$ cat config.mk
export PLATFORM = sky130hd
export DESIGN_NAME = mmc1
export DESIGN_NICKNAME = d
export VERILOG_FILES = /design/src/rtl/mmc1_pkg.sv /design/src/rtl/mmc1_serial_port.sv /design/src/rtl/mmc1.sv
export SDC_FILE = /design/constraint.sdc
export NUM_CORES = 1
export LEC_CHECK = 0
export ABC_AREA = 1
export BUFFER_PORTS_ARGS = -buffer_cell sky130_fd_sc_hd__clkbuf_2
export CAP_MARGIN = 10
export CORE_AREA = 5 5 66 68
export DETAILED_ROUTE_END_ITERATION = 6
export DIE_AREA = 0 0 71 73
export PLACE_DENSITY_LB_ADDON = 0.12
export SKIP_LAST_GASP = 1
export SLEW_MARGIN = 15
export SYNTH_ARGS = -nofsm -noshare
export SYNTH_HDL_FRONTEND = slang
export SYNTH_HIERARCHICAL = 1
export SYNTH_SLANG_ARGS = --single-unit
$ cat constraint.sdc
create_clock -name M2 -period 1.9 [get_ports M2]
set_input_delay 0 -clock M2 [delete_from_list [all_inputs] [get_ports M2]]
set_output_delay 0 -clock M2 [all_outputs]
set_load 0.05 [all_outputs]
$ cat src/rtl/mmc1_pkg.sv
// Shared encodings for the MMC1 mapper: register selects, mirroring and PRG banking modes.
package mmc1_pkg;

   typedef enum logic [1:0] {
      SEL_CTRL = 2'b00,
      SEL_CHR0 = 2'b01,
      SEL_CHR1 = 2'b10,
      SEL_PRG  = 2'b11
   } reg_sel_t;

   typedef enum logic [1:0] {
      MIR_ONE_LO = 2'b00,
      MIR_ONE_HI = 2'b01,
      MIR_VERT   = 2'b10,
      MIR_HORZ   = 2'b11
   } mirror_t;

   typedef enum logic [1:0] {
      PRG_32K_A  = 2'b00,
      PRG_32K_B  = 2'b01,
      PRG_FIX_LO = 2'b10,
      PRG_FIX_HI = 2'b11
   } prg_mode_t;

   localparam logic [4:0] CTRL_RESET = 5'b01100;

endpackage

$ cat src/rtl/mmc1_serial_port.sv
// CPU-side serial loader: detects first-cycle ROM writes and assembles 5-bit register values.
module mmc1_serial_port
   import mmc1_pkg::*;
(
   input  logic       M2,
   input  logic       RST,
   input  logic       nROMSEL,
   input  logic       CPU_RnW,
   input  logic       CPU_D0,
   input  logic       CPU_D7,
   input  logic       CPU_A13,
   input  logic       CPU_A14,
   output logic [4:0] load_value,
   output logic       load_strobe,
   output reg_sel_t   load_sel,
   output logic       shift_clear
);

   logic       strobe;
   logic       prev_strobe;
   logic       accept;
   // Holds SR[4:1]; SR[0] is always shifted out before the register can be read.
   logic [3:0] sr;
   logic [2:0] count;

   assign strobe      = ~nROMSEL & ~CPU_RnW;
   assign accept      = strobe & ~prev_strobe;
   assign shift_clear = accept & CPU_D7;
   assign load_strobe = accept & ~CPU_D7 & (count == 3'd4);
   assign load_value  = {CPU_D0, sr};
   assign load_sel    = reg_sel_t'({CPU_A14, CPU_A13});

   // NOTE: sequential state uses non-blocking assignments so every flop samples pre-edge values.
   always_ff @(posedge M2 or posedge RST) begin
      if (RST) begin
         sr          <= '0;
         count       <= '0;
         prev_strobe <= 1'b0;
      end else begin
         prev_strobe <= strobe;
         if (shift_clear || load_strobe) begin
            sr    <= '0;
            count <= '0;
         end else if (accept) begin
            sr    <= {CPU_D0, sr[3:1]};
            count <= count + 3'd1;
         end
      end
   end

endmodule

$ cat src/rtl/mmc1.sv
// MMC1 mapper top: control/bank registers plus PRG, CHR, SRAM and nametable decode.
module mmc1
   import mmc1_pkg::*;
(
   input  logic M2,
   input  logic RST,
   input  logic nROMSEL,
   input  logic CPU_RnW,
   input  logic CPU_D0,
   input  logic CPU_D7,
   input  logic CPU_A13,
   input  logic CPU_A14,
   input  logic PPU_A10,
   input  logic PPU_A11,
   input  logic PPU_A12,
   output logic PRG_A14,
   output logic PRG_A15,
   output logic PRG_A16,
   output logic PRG_A17,
   output logic CHR_A12,
   output logic CHR_A13,
   output logic CHR_A14,
   output logic CHR_A15,
   output logic CHR_A16,
   output logic PRG_nCE,
   output logic SRAM_CE,
   output logic CIRAM_A10
);

   logic [4:0] ctrl;
   logic [4:0] chr0;
   logic [4:0] chr1;
   logic [4:0] prg;
   logic [4:0] load_value;
   logic       load_strobe;
   logic       shift_clear;
   reg_sel_t   load_sel;
   logic [3:0] prg_a;
   logic [4:0] chr_a;
   logic       ciram;

   mmc1_serial_port u_serial (
      .M2          (M2),
      .RST         (RST),
      .nROMSEL     (nROMSEL),
      .CPU_RnW     (CPU_RnW),
      .CPU_D0      (CPU_D0),
      .CPU_D7      (CPU_D7),
      .CPU_A13     (CPU_A13),
      .CPU_A14     (CPU_A14),
      .load_value  (load_value),
      .load_strobe (load_strobe),
      .load_sel    (load_sel),
      .shift_clear (shift_clear)
   );

   always_ff @(posedge M2 or posedge RST) begin
      if (RST) begin
         ctrl <= CTRL_RESET;
         chr0 <= '0;
         chr1 <= '0;
         prg  <= '0;
      end else if (shift_clear) begin
         ctrl[3:2] <= 2'b11;
      end else if (load_strobe) begin
         case (load_sel)
            SEL_CTRL: ctrl <= load_value;
            SEL_CHR0: chr0 <= load_value;
            SEL_CHR1: chr1 <= load_value;
            SEL_PRG:  prg  <= load_value;
            default:  ;
         endcase
      end
   end

   // NOTE: every decode output gets a default first so no path leaves it unassigned (no latches).
   always_comb begin
      ciram = 1'b0;
      case (mirror_t'(ctrl[1:0]))
         MIR_ONE_LO: ciram = 1'b0;
         MIR_ONE_HI: ciram = 1'b1;
         MIR_VERT:   ciram = PPU_A10;
         MIR_HORZ:   ciram = PPU_A11;
         default:    ciram = 1'b0;
      endcase

      prg_a = {prg[3:1], CPU_A14};
      case (prg_mode_t'(ctrl[3:2]))
         PRG_FIX_LO: prg_a = CPU_A14 ? prg[3:0] : 4'b0000;
         PRG_FIX_HI: prg_a = CPU_A14 ? 4'b1111  : prg[3:0];
         default:    prg_a = {prg[3:1], CPU_A14};
      endcase

      chr_a = {chr0[4:1], PPU_A12};
      if (ctrl[4])
         chr_a = PPU_A12 ? chr1 : chr0;
   end

   assign {PRG_A17, PRG_A16, PRG_A15, PRG_A14}          = prg_a;
   assign {CHR_A16, CHR_A15, CHR_A14, CHR_A13, CHR_A12} = chr_a;
   assign CIRAM_A10 = ciram;
   assign PRG_nCE   = nROMSEL;
   assign SRAM_CE   = nROMSEL & CPU_A14 & CPU_A13 & ~prg[4];

endmodule

; ---- Yosys cells after proc, flatten, opt, wreduce, memory -nomap -nowiden
; Cells that the tools add are included.
[classes]
addsub = 1
n_eq_ne = 9
n_mux = 13
n_bitwise = 14
reduce_logical = 11
[op_table]
columns = operator, count
row1 = two-way mux 4 bit, 6
row2 = == test 2 bit (second input constant), 6
row3 = AND reduction 3 bit, 4
row4 = two-way mux 5 bit, 2
row5 = bitwise AND 1 bit, 8
row6 = case mux 4 bit (2 select lines), 1
row7 = two-way mux 3 bit, 2
row8 = NOT 1 bit, 6
row9 = nonzero test 2 bit, 3
row10 = == test 2 x 1 -> 1 bit (second input constant), 2
row11 = logical NOT 2 bit, 2
row12 = case mux 1 bit (4 select lines), 1
row13 = adder 3 x 1 -> 3 bit (second input constant), 1
row14 = == test 3 bit (second input constant), 1
row15 = two-way mux 2 bit, 1
row16 = AND reduction 2 bit, 1
row17 = logical OR 1 bit, 1
[word_totals]
regBits = 28
in_bits = 11
output_inout_bits = 12
word_cells = 56

; ---- Longest topological paths before layout
; Gate-level depths: netlist of run 1.
[depth]
word_depth = 7
mapped_depth = 10
mapped_depth_nobuf = 9

; ---- By module
; The synthesis of run 1 kept the hierarchy.
[by_module_without_submodules]
columns = mod, n_inst, cells_each, area_each_um2, seq_area_each_um2
row1 = mmc1, 1, 140, 1088.5, 503.0
row2 = mmc1_serial_port, 1, 58, 454.2, 200.2

; ---- Worst setup path before layout of run 1
; Ideal clock, no wire load.
[synth_timing]
path_kind = register to register
start = register u_serial.count[0]
end = register ctrl[4]
setup_time_ps = 117
t_arrival_ps = 1584
required_time_ps = 1783
setup_slack_ps = 199
stages_incl_launch_ff = 11
n_path_buf = 1
period_less_slack_ps = 1701
cell_sequence = dfrtp_1 > inv_1 > ha_1 > nand2_1 > nor3_1 > inv_2 > nor2_8 > buf_8 > nand2_1 > nand2_1 > nand2_1
[synth_between]
elab_chain_len = 3
[synth_rtl]
columns = element, line
row1 = "start, declared", mmc1_serial_port.sv:24  ; logic [2:0] count;
row2 = "start signal, assigned", mmc1_serial_port.sv:46  ; count <= count + 3'd1;
row3 = == test 3 bit, mmc1_serial_port.sv:29  ; assign load_strobe = accept & ~CPU_D7 & (count == 3'd4);
row4 = bitwise AND 1 bit, mmc1_serial_port.sv:29
row5 = named net load_strobe, mmc1.sv:35  ; logic load_strobe;
row6 = AND reduction 3 bit (no source line), n/a
row7 = "end signal, assigned", mmc1.sv:67  ; SEL_CTRL: ctrl <= load_value;
row8 = "end, declared", mmc1.sv:30  ; logic [4:0] ctrl;
; The timed path passes the listed nets, and every way through them passes these cells.
; A chain may end at the register's enable or synchronous reset.

; ---- Final worst setup path of run 1
[layout_timing]
start = register u_serial.count[0]
end = register chr1[0]
[layout_between]
elab_chain_len = 3
[layout_rtl]
columns = element, line
row1 = == test 3 bit, mmc1_serial_port.sv:29
row2 = bitwise AND 1 bit, mmc1_serial_port.sv:29
row3 = named net load_strobe, mmc1.sv:35
row4 = AND reduction 3 bit (no source line), n/a
row5 = "end signal, assigned", mmc1.sv:69  ; SEL_CHR1: chr1 <= load_value;
row6 = "end, declared", mmc1.sv:32  ; logic [4:0] chr1;
; The timed path passes the listed nets, and every way through them passes these cells.

==> results of run 1 <==
==> synth_stat cells <==
master / n
o21ai_0: 4
ha_1: 2
buf_2: 1
a21oi_1: 1
nand2_4: 1
inv_1: 24
nor2_8: 1
dfstp_2: 2
nor2_2: 1
nand2_1: 76
inv_2: 3
nand3_1: 16
buf_4: 5
buf_8: 1
o21ai_1: 1
nor2_1: 5
nand3_4: 1
nor2_4: 2
dfrtp_1: 26
nand4_1: 20
nand3_2: 1
o22ai_1: 2
buf_6: 1
nor3_1: 1
==> cell usage in the layout, fill, tap and decap left out <==
cell type,instances
a21oi_1,1
buf_4,3
clkbuf_2,22
clkbuf_8,4
dfrtp_1,26
dfstp_2,2
dlygate4sd3_1,3
ha_1,2
inv_1,24
inv_2,3
nand2_1,76
nand2_4,1
nand3_1,16
nand3_2,1
nand3_4,1
nand4_1,20
nor2_1,5
nor2_2,1
nor2_4,2
nor2_8,1
nor3_2,1
o21ai_0,4
o21ai_1,1
o22ai_1,2
==> cell type report <==
class / count / area [um^2] / area share
sequential: 28 / 703.2 / 0.3997
multi-input combinational: 135 / 674.4 / 0.3834
timing repair buffer: 28 / 162.7 / 0.09246
inverter: 27 / 101.3 / 0.05761
tap: 50 / 62.56 / 0.03556
clock buffer: 4 / 55.05 / 0.03129
==> critical path, delay by kind of cell (launching register included) <==
| kind | cells | cell delay (ns) |
|---|---|---|
| simple gates | 6 | 0.72 |
| flops | 1 | 0.41 |
| fa+ha+maj | 1 | 0.15 |
| buf+inv | 3 | 0.36 |
==> path summary, 6_finish.rpt <==
path                                                    start                    endpoint  slack, ns
max in group asynchronous                                 RST          prg[4]$_DFFE_PP0P_       1.04
worst max register to register  u_serial/count[0]$_DFFE_PP0P_         chr1[0]$_DFFE_PP0P_       0.15
worst max-delay path            u_serial/count[0]$_DFFE_PP0P_         chr1[0]$_DFFE_PP0P_       0.15
worst min register to register            chr0[0]$_DFFE_PP0P_         chr0[0]$_DFFE_PP0P_       0.48
worst min-delay path                                   CPU_D0         ctrl[4]$_DFFE_PP0P_       0.04
min in group asynchronous                                 RST  u_serial/sr[1]$_DFFE_PP0P_       0.22
==> report_power, final <==
part / total (mW) / switching (mW) / internal (mW)
combinational: 0.264 / 0.188 / 0.0754
clock: 0.366 / 0.180 / 0.185
sequential: 0.693 / 0.0456 / 0.648
==> routing by layer <==
metal / vias up / wire length [um]
met2: 26 / 1648
met5: - / 0
li1: 680 / -
met1: 599 / 1418
met4: 0 / 20
met3: 2 / 133
==> through the flow <==
stage / area, um^2 / power [mW] / utilization / hold slack (ns)
final: 1759 / 1.323 / 0.4631 / 0.04350
after global routing: 1759 / 1.395 / 0.4631 / 0.07409
after CTS: 1754 / 1.336 / 0.4618 / 0.03779
after detailed placement: 1669 / 0.9657 / 0.4394 / -0.02805
after global placement: 1669 / 0.9567 / 0.4394 / -0.04291
after floorplan: 1543 / 0.8969 / - / -0.1843
==> state kept, by name (all words and copies together) (netlist names) <==
name,flops
chr0,5
u_serial/count,3
ctrl,5
prg,5
u_serial/prev_strobe,1
u_serial/sr,4
chr1,5
==> kinds of logic after synthesis <==
group,after synthesis,share of synthesized area
AO/OA/AOI/OAI,8,0.02757
adder cells (fa/ha/maj),2,0.01622
buffers and inverters,35,0.1103
flip-flops,28,0.4558
AND/OR/NAND/NOR,125,0.3901
==> timing repair <==
| action | CTS | global route |
|---|---|---|
| setup endpoints to repair | 0 | 14 |
| gates resized for setup | 0 | 1 |
| hold buffers | 3 | 0 |
| endpoints found under the hold margin | 27 | 0 |
==> out/results.ini, run 1 <==
[timing]
slew_violations=0
skew_ns=0.001664
fmax_mhz=572.6
final-hold-violation-count=0
setup_tns_ns=0
finalCritPeriodShare=0.9191
tightest_slew_ns=0.7421
setup_slack_ns=0.1536
maxSlewHeadroom=0.5048
setup_violations=0
period_needed_ns=1.746
grt_setup_unrepaired=false

[drt]
drt-vias-per-instance=4.805
initialDrtViolationCount=32
totalWireLength_um=3221
vias=1307
drc=0
wl_per_cell_um=11.84
drtPass1Iterations=4
drtAntennaViolNets=0

[synthesis]
syn_nets=211
seq_area_frac_synth=0.4558
ys_types=24
netlist_area_um2=1543
yosys.area.top_type=dfrtp_1
yosys_warnings=6
synth_top_area_frac=0.4217
synth_area_leaders=dfrtp_1 (42%), nand2_1 (18%), nand4_1 (8.1%)
ys_seq_elements=28
syn-instance-count=198
syn_area_per_cell_um2=7.792

[clocking]
clockBufferDepth=2
cts_tree=built
post-cts-setup-buffers=0
cts_root_buf=clkbuf_8
clock_sinks=28
path_clk_slew_ns=0.09
h-tree-depth=1
clk_latency_ns=0.27
cts_buffers=3

[finish]
area_growth_pct=14.03
instances_no_fill=272
nFillCells=423
drive_above_1_share=0.1892
nNetsFinal=236
diodes=0

[critical_path]
cp_slowest_stage_delay_ns=0.41
cpMostUsedCell=nand2_1
path_class=register to register
required_ns=2.07
crit_chain=inv_1 > ha_1 > nand2_1 > nor3_2 > inv_2 > nor2_8 > buf_4 > nand3_4 > nand2_1 > nand2_1
rr_worst_depth=10
end_kind=register
cp-start-kind=register
cp.arrival_ns=1.91
crit_path_top_delay_cell=dfrtp_1
crit_fanout=17

[global_routing]
grt_pass1_wl_um=5589
grt_usage=0.1336
grt.overflow.total=0
grt_max_degree=21
grt_busiest_layer=met2
grt_use_met1=0.1613
grt_util_met3=0.01791
grt_antenna_before_repair=0
global_route.usage.met2=0.2472
first_global_vias=1274

[hold_path]
hold_class=primary input to register
holdPathStages=3

[die]
dieHeight_um=73
rows=23
initial_core_util=0.4061
core_area_um2=3799
die_x_um=71
ioPinCount=23
die_area_um2=5183

[placed_design]
port_buffers=22
place_inst=265
dp_hpwl_um=2528
pre_cts_slack_ns=0.07019
routabilityCongestion=0.8019

[run]
cap_viol_max_count=0

[pwr]
vdd.ir_drop.worst_mv=0.3425
p_per_area_nw_per_um2=751.9
leakage_nw=1.027

[status]
status=completed

Note: power is estimated with default switching activity, not from simulation.
==> run 2, diff against run 1 <==
Settings changed: BUFFER_PORTS_ARGS -buffer_cell sky130_fd_sc_hd__clkbuf_2 to -buffer_cell sky130_fd_sc_hd__buf_4, CORE_AREA 5 5 66 68 to 5 5 63 65, DIE_AREA 0 0 71 73 to 0 0 68 70, SYNTH_HIERARCHICAL 1 to not set.
==> out/results.ini, run 2 <==
[status]
status=completed

[die]
die_area_um2=4760  ; -8.2%
core_area_um2=3284  ; -14%
die_x_um=68  ; -4.2%
ioPinCount=23  ; unchanged
rows=21  ; -8.7%
initial_core_util=0.4110  ; +0.004921
dieHeight_um=70  ; -4.1%

[timing]
setup_tns_ns=0  ; unchanged
tightest_slew_ns=0.3562  ; -0.3858 ns
grt_setup_unrepaired=false
fmax_mhz=613.5  ; +7.1%
maxSlewHeadroom=0.7625  ; +0.2578
skew_ns=0.01579  ; +0.01413 ns
setup_violations=0  ; unchanged
setup_slack_ns=0.2699  ; +0.1163 ns
final-hold-violation-count=0  ; unchanged
finalCritPeriodShare=0.8580  ; -0.06119
period_needed_ns=1.630  ; -0.1163 ns
slew_violations=0  ; unchanged

[clocking]
cts_resized=0  ; unchanged
cts_root_buf=clkbuf_4
cts_tree=built
path_clk_slew_ns=0.16  ; +0.07 ns
clockBufferDepth=2  ; unchanged
clock_sinks=28  ; unchanged
cts_buffers=3  ; unchanged
clk_latency_ns=0.33  ; +0.06 ns
post-cts-setup-buffers=0  ; unchanged
h-tree-depth=1  ; unchanged

[hold_path]
holdPathStages=5  ; +2
hold_class=primary input to register

[global_routing]
grt_pass1_wl_um=5016  ; -10%
first_global_vias=1087  ; -15%
grt_max_degree=29  ; +38%
grt_usage=0.1352  ; +0.001591
grt_antenna_before_repair=0  ; unchanged
grt.overflow.total=0  ; unchanged

[synthesis]
yosys.area.top_type=dfrtp_1
async_reset_ff_frac=1.000  ; unchanged
synth_area_leaders=dfrtp_1 (48%), nand2_1 (12%), inv_1 (5.6%)
yosys_warnings=0  ; -6
syn-instance-count=155  ; -22%
yosysMostFrequentCell=nand2_1
seq_area_frac_synth=0.5209  ; +0.06505
syn_nets=168  ; -20%
synth_commonest_cells=nand2_1 (44), dfrtp_1 (26), inv_1 (20), o21ai_0 (13), nand4_1 (12)
synth_top_area_frac=0.4819  ; +0.06019
ys_seq_elements=28  ; unchanged
netlist_area_um2=1350  ; -12%
ys_types=21  ; -13%
syn_area_per_cell_um2=8.710  ; +12%
synth-edff-count=0  ; unchanged
ys_dominant_reg_cell=dfrtp_1

[finish]
utilization=0.5097  ; +0.04661
final_common_cell=nand2_1
seqCellArea_um2=703.2  ; unchanged
nFillCells=310  ; -27%
diodes=0  ; unchanged
area_growth_pct=24.00
multi_input_comb_area_um2=543.0  ; -19%
instances_no_fill=231  ; -15%
nNetsFinal=199  ; -16%
final_cell_mix=nand2_1 (44), dfrtp_1 (26), buf_4 (23)
drive_above_1_share=0.2054  ; +0.01622

[critical_path]
end_kind=register
r2r_slack_ns=0.27  ; +0.12 ns
path_class=register to register
rr_worst_depth=7  ; -3
cp.arrival_ns=1.88  ; -0.03 ns
crit_fanout=16  ; -1
required_ns=2.15  ; +0.08 ns
cp-start-kind=register

[drt]
wl_per_cell_um=12.22  ; +3.2%
drt-vias-per-instance=4.801  ; about the same
vias=1109  ; -15%
initialDrtViolationCount=50  ; +56%
drc=0  ; unchanged
drtAntennaViolNets=0  ; unchanged
drtPass1Iterations=6  ; +2
totalWireLength_um=2822  ; -12%

[placed_design]
port_buffers=22  ; unchanged
routabilityCongestion=0.8296  ; +3.5%
pre_cts_slack_ns=0.2902  ; +0.2200 ns
dp_hpwl_um=2144  ; -15%
place_inst=220  ; -17%

[pwr]
leakage_nw=0.8775  ; -15%
p_sw_frac=0.2719  ; -0.04142
internal-power_mw=0.9150  ; +0.74%
combPwrFrac=0.166  ; -0.033
power.total_mw=1.257  ; -5.0%
p_per_area_nw_per_um2=750.7  ; -0.16%
vdd.ir_drop.worst_mv=0.3348  ; -2.2%
switchingPower_mw=0.3418  ; -18%
seqPwrFrac=0.520  ; -0.004
clock_power_share=0.314  ; +0.038

[run]
cap_viol_max_count=0  ; unchanged

## run 2: path summary, 6_finish.rpt
| path | startpoint | end |
|---|---|---|
| setup reg to reg | u_serial.count[0]$_DFFE_PP0P_ | chr1[3]$_DFFE_PP0P_ |
| setup / recovery | u_serial.count[0]$_DFFE_PP0P_ | chr1[3]$_DFFE_PP0P_ |
| max in group asynchronous | RST | ctrl[3]$_DFFE_PP1P_ |
| hold / removal | nROMSEL | u_serial.count[0]$_DFFE_PP0P_ |
| min in group asynchronous | RST | chr1[3]$_DFFE_PP0P_ |
| hold reg to reg | chr1[2]$_DFFE_PP0P_ | chr1[2]$_DFFE_PP0P_ |
## run 2: worst max-delay path, cell delays in order, from the launching register on
cell and delay (ns):
dfrtp_1 0.44, inv_1 0.07, ha_1 0.16, nand3_1 0.12
nor2_4 0.32, nand3_1 0.26, nand2_1 0.11, nand2_1 0.06
## run 2: per-layer routing
layer	share of wire	track usage	up-vias	routed length (um)
li1	-	-	564	-
met1	0.46	0.1815	518	1296
met5	0	0	-	0
met4	0.0074	0.04636	0	21
met3	0.045	0.02083	2	128
met2	0.49	0.2173	25	1375
## run 2: final cells by class
class                           count  area share
Timing Repair Buffer               30      0.1450
Multi-Input combinational cell    103      0.3244
Inverter                           20     0.04484
Sequential cell                    28      0.4200
Tap cell                           46     0.03438
Clock buffer                        3     0.01345
Clock inverter                      1     0.01794
## run 2: timing repair
item / in CTS / in global routing
endpoints found under the hold margin: 43 / 0
setup endpoints to repair: 0 / 0
hold buffers: 7 / 0
## run 2: logic make-up (layout without fill, tap and decap cells)
logic type | after synthesis | after routing | synth area share
DFF | 28 | 28 | 0.5208
and+or+nand+nor | 74 | 74 | 0.2586
xor gates and xnor gates | 1 | 1 | 0.006489
muxes | 4 | 4 | 0.03336
adders and majority gates | 2 | 2 | 0.01853
buffers and inverters | 24 | 54 | 0.07692
AOI/OAI and AO/OA | 22 | 22 | 0.08526
## run 2: through the flow
step	cell area (um^2)	hold slack (ns)
global placement	1551	0.09104
detailed placement	1551	0.09863
global route	1674	0.06633
floorplan	1350	0.06393
finish	1674	0.05903
CTS	1674	0.05704
## run 2: power groups by stage
| stage | registers [mW] | logic, mW | clock network, mW |
|---|---|---|---|
| finish | 0.654 | 0.208 | 0.394 |
| global route | 0.659 | 0.234 | 0.430 |
| CTS | 0.653 | 0.212 | 0.406 |
| detailed placement | 0.664 | 0.200 | 0 |
| global placement | 0.662 | 0.194 | 0 |
| floorplan | 0.657 | 0.140 | 0 |
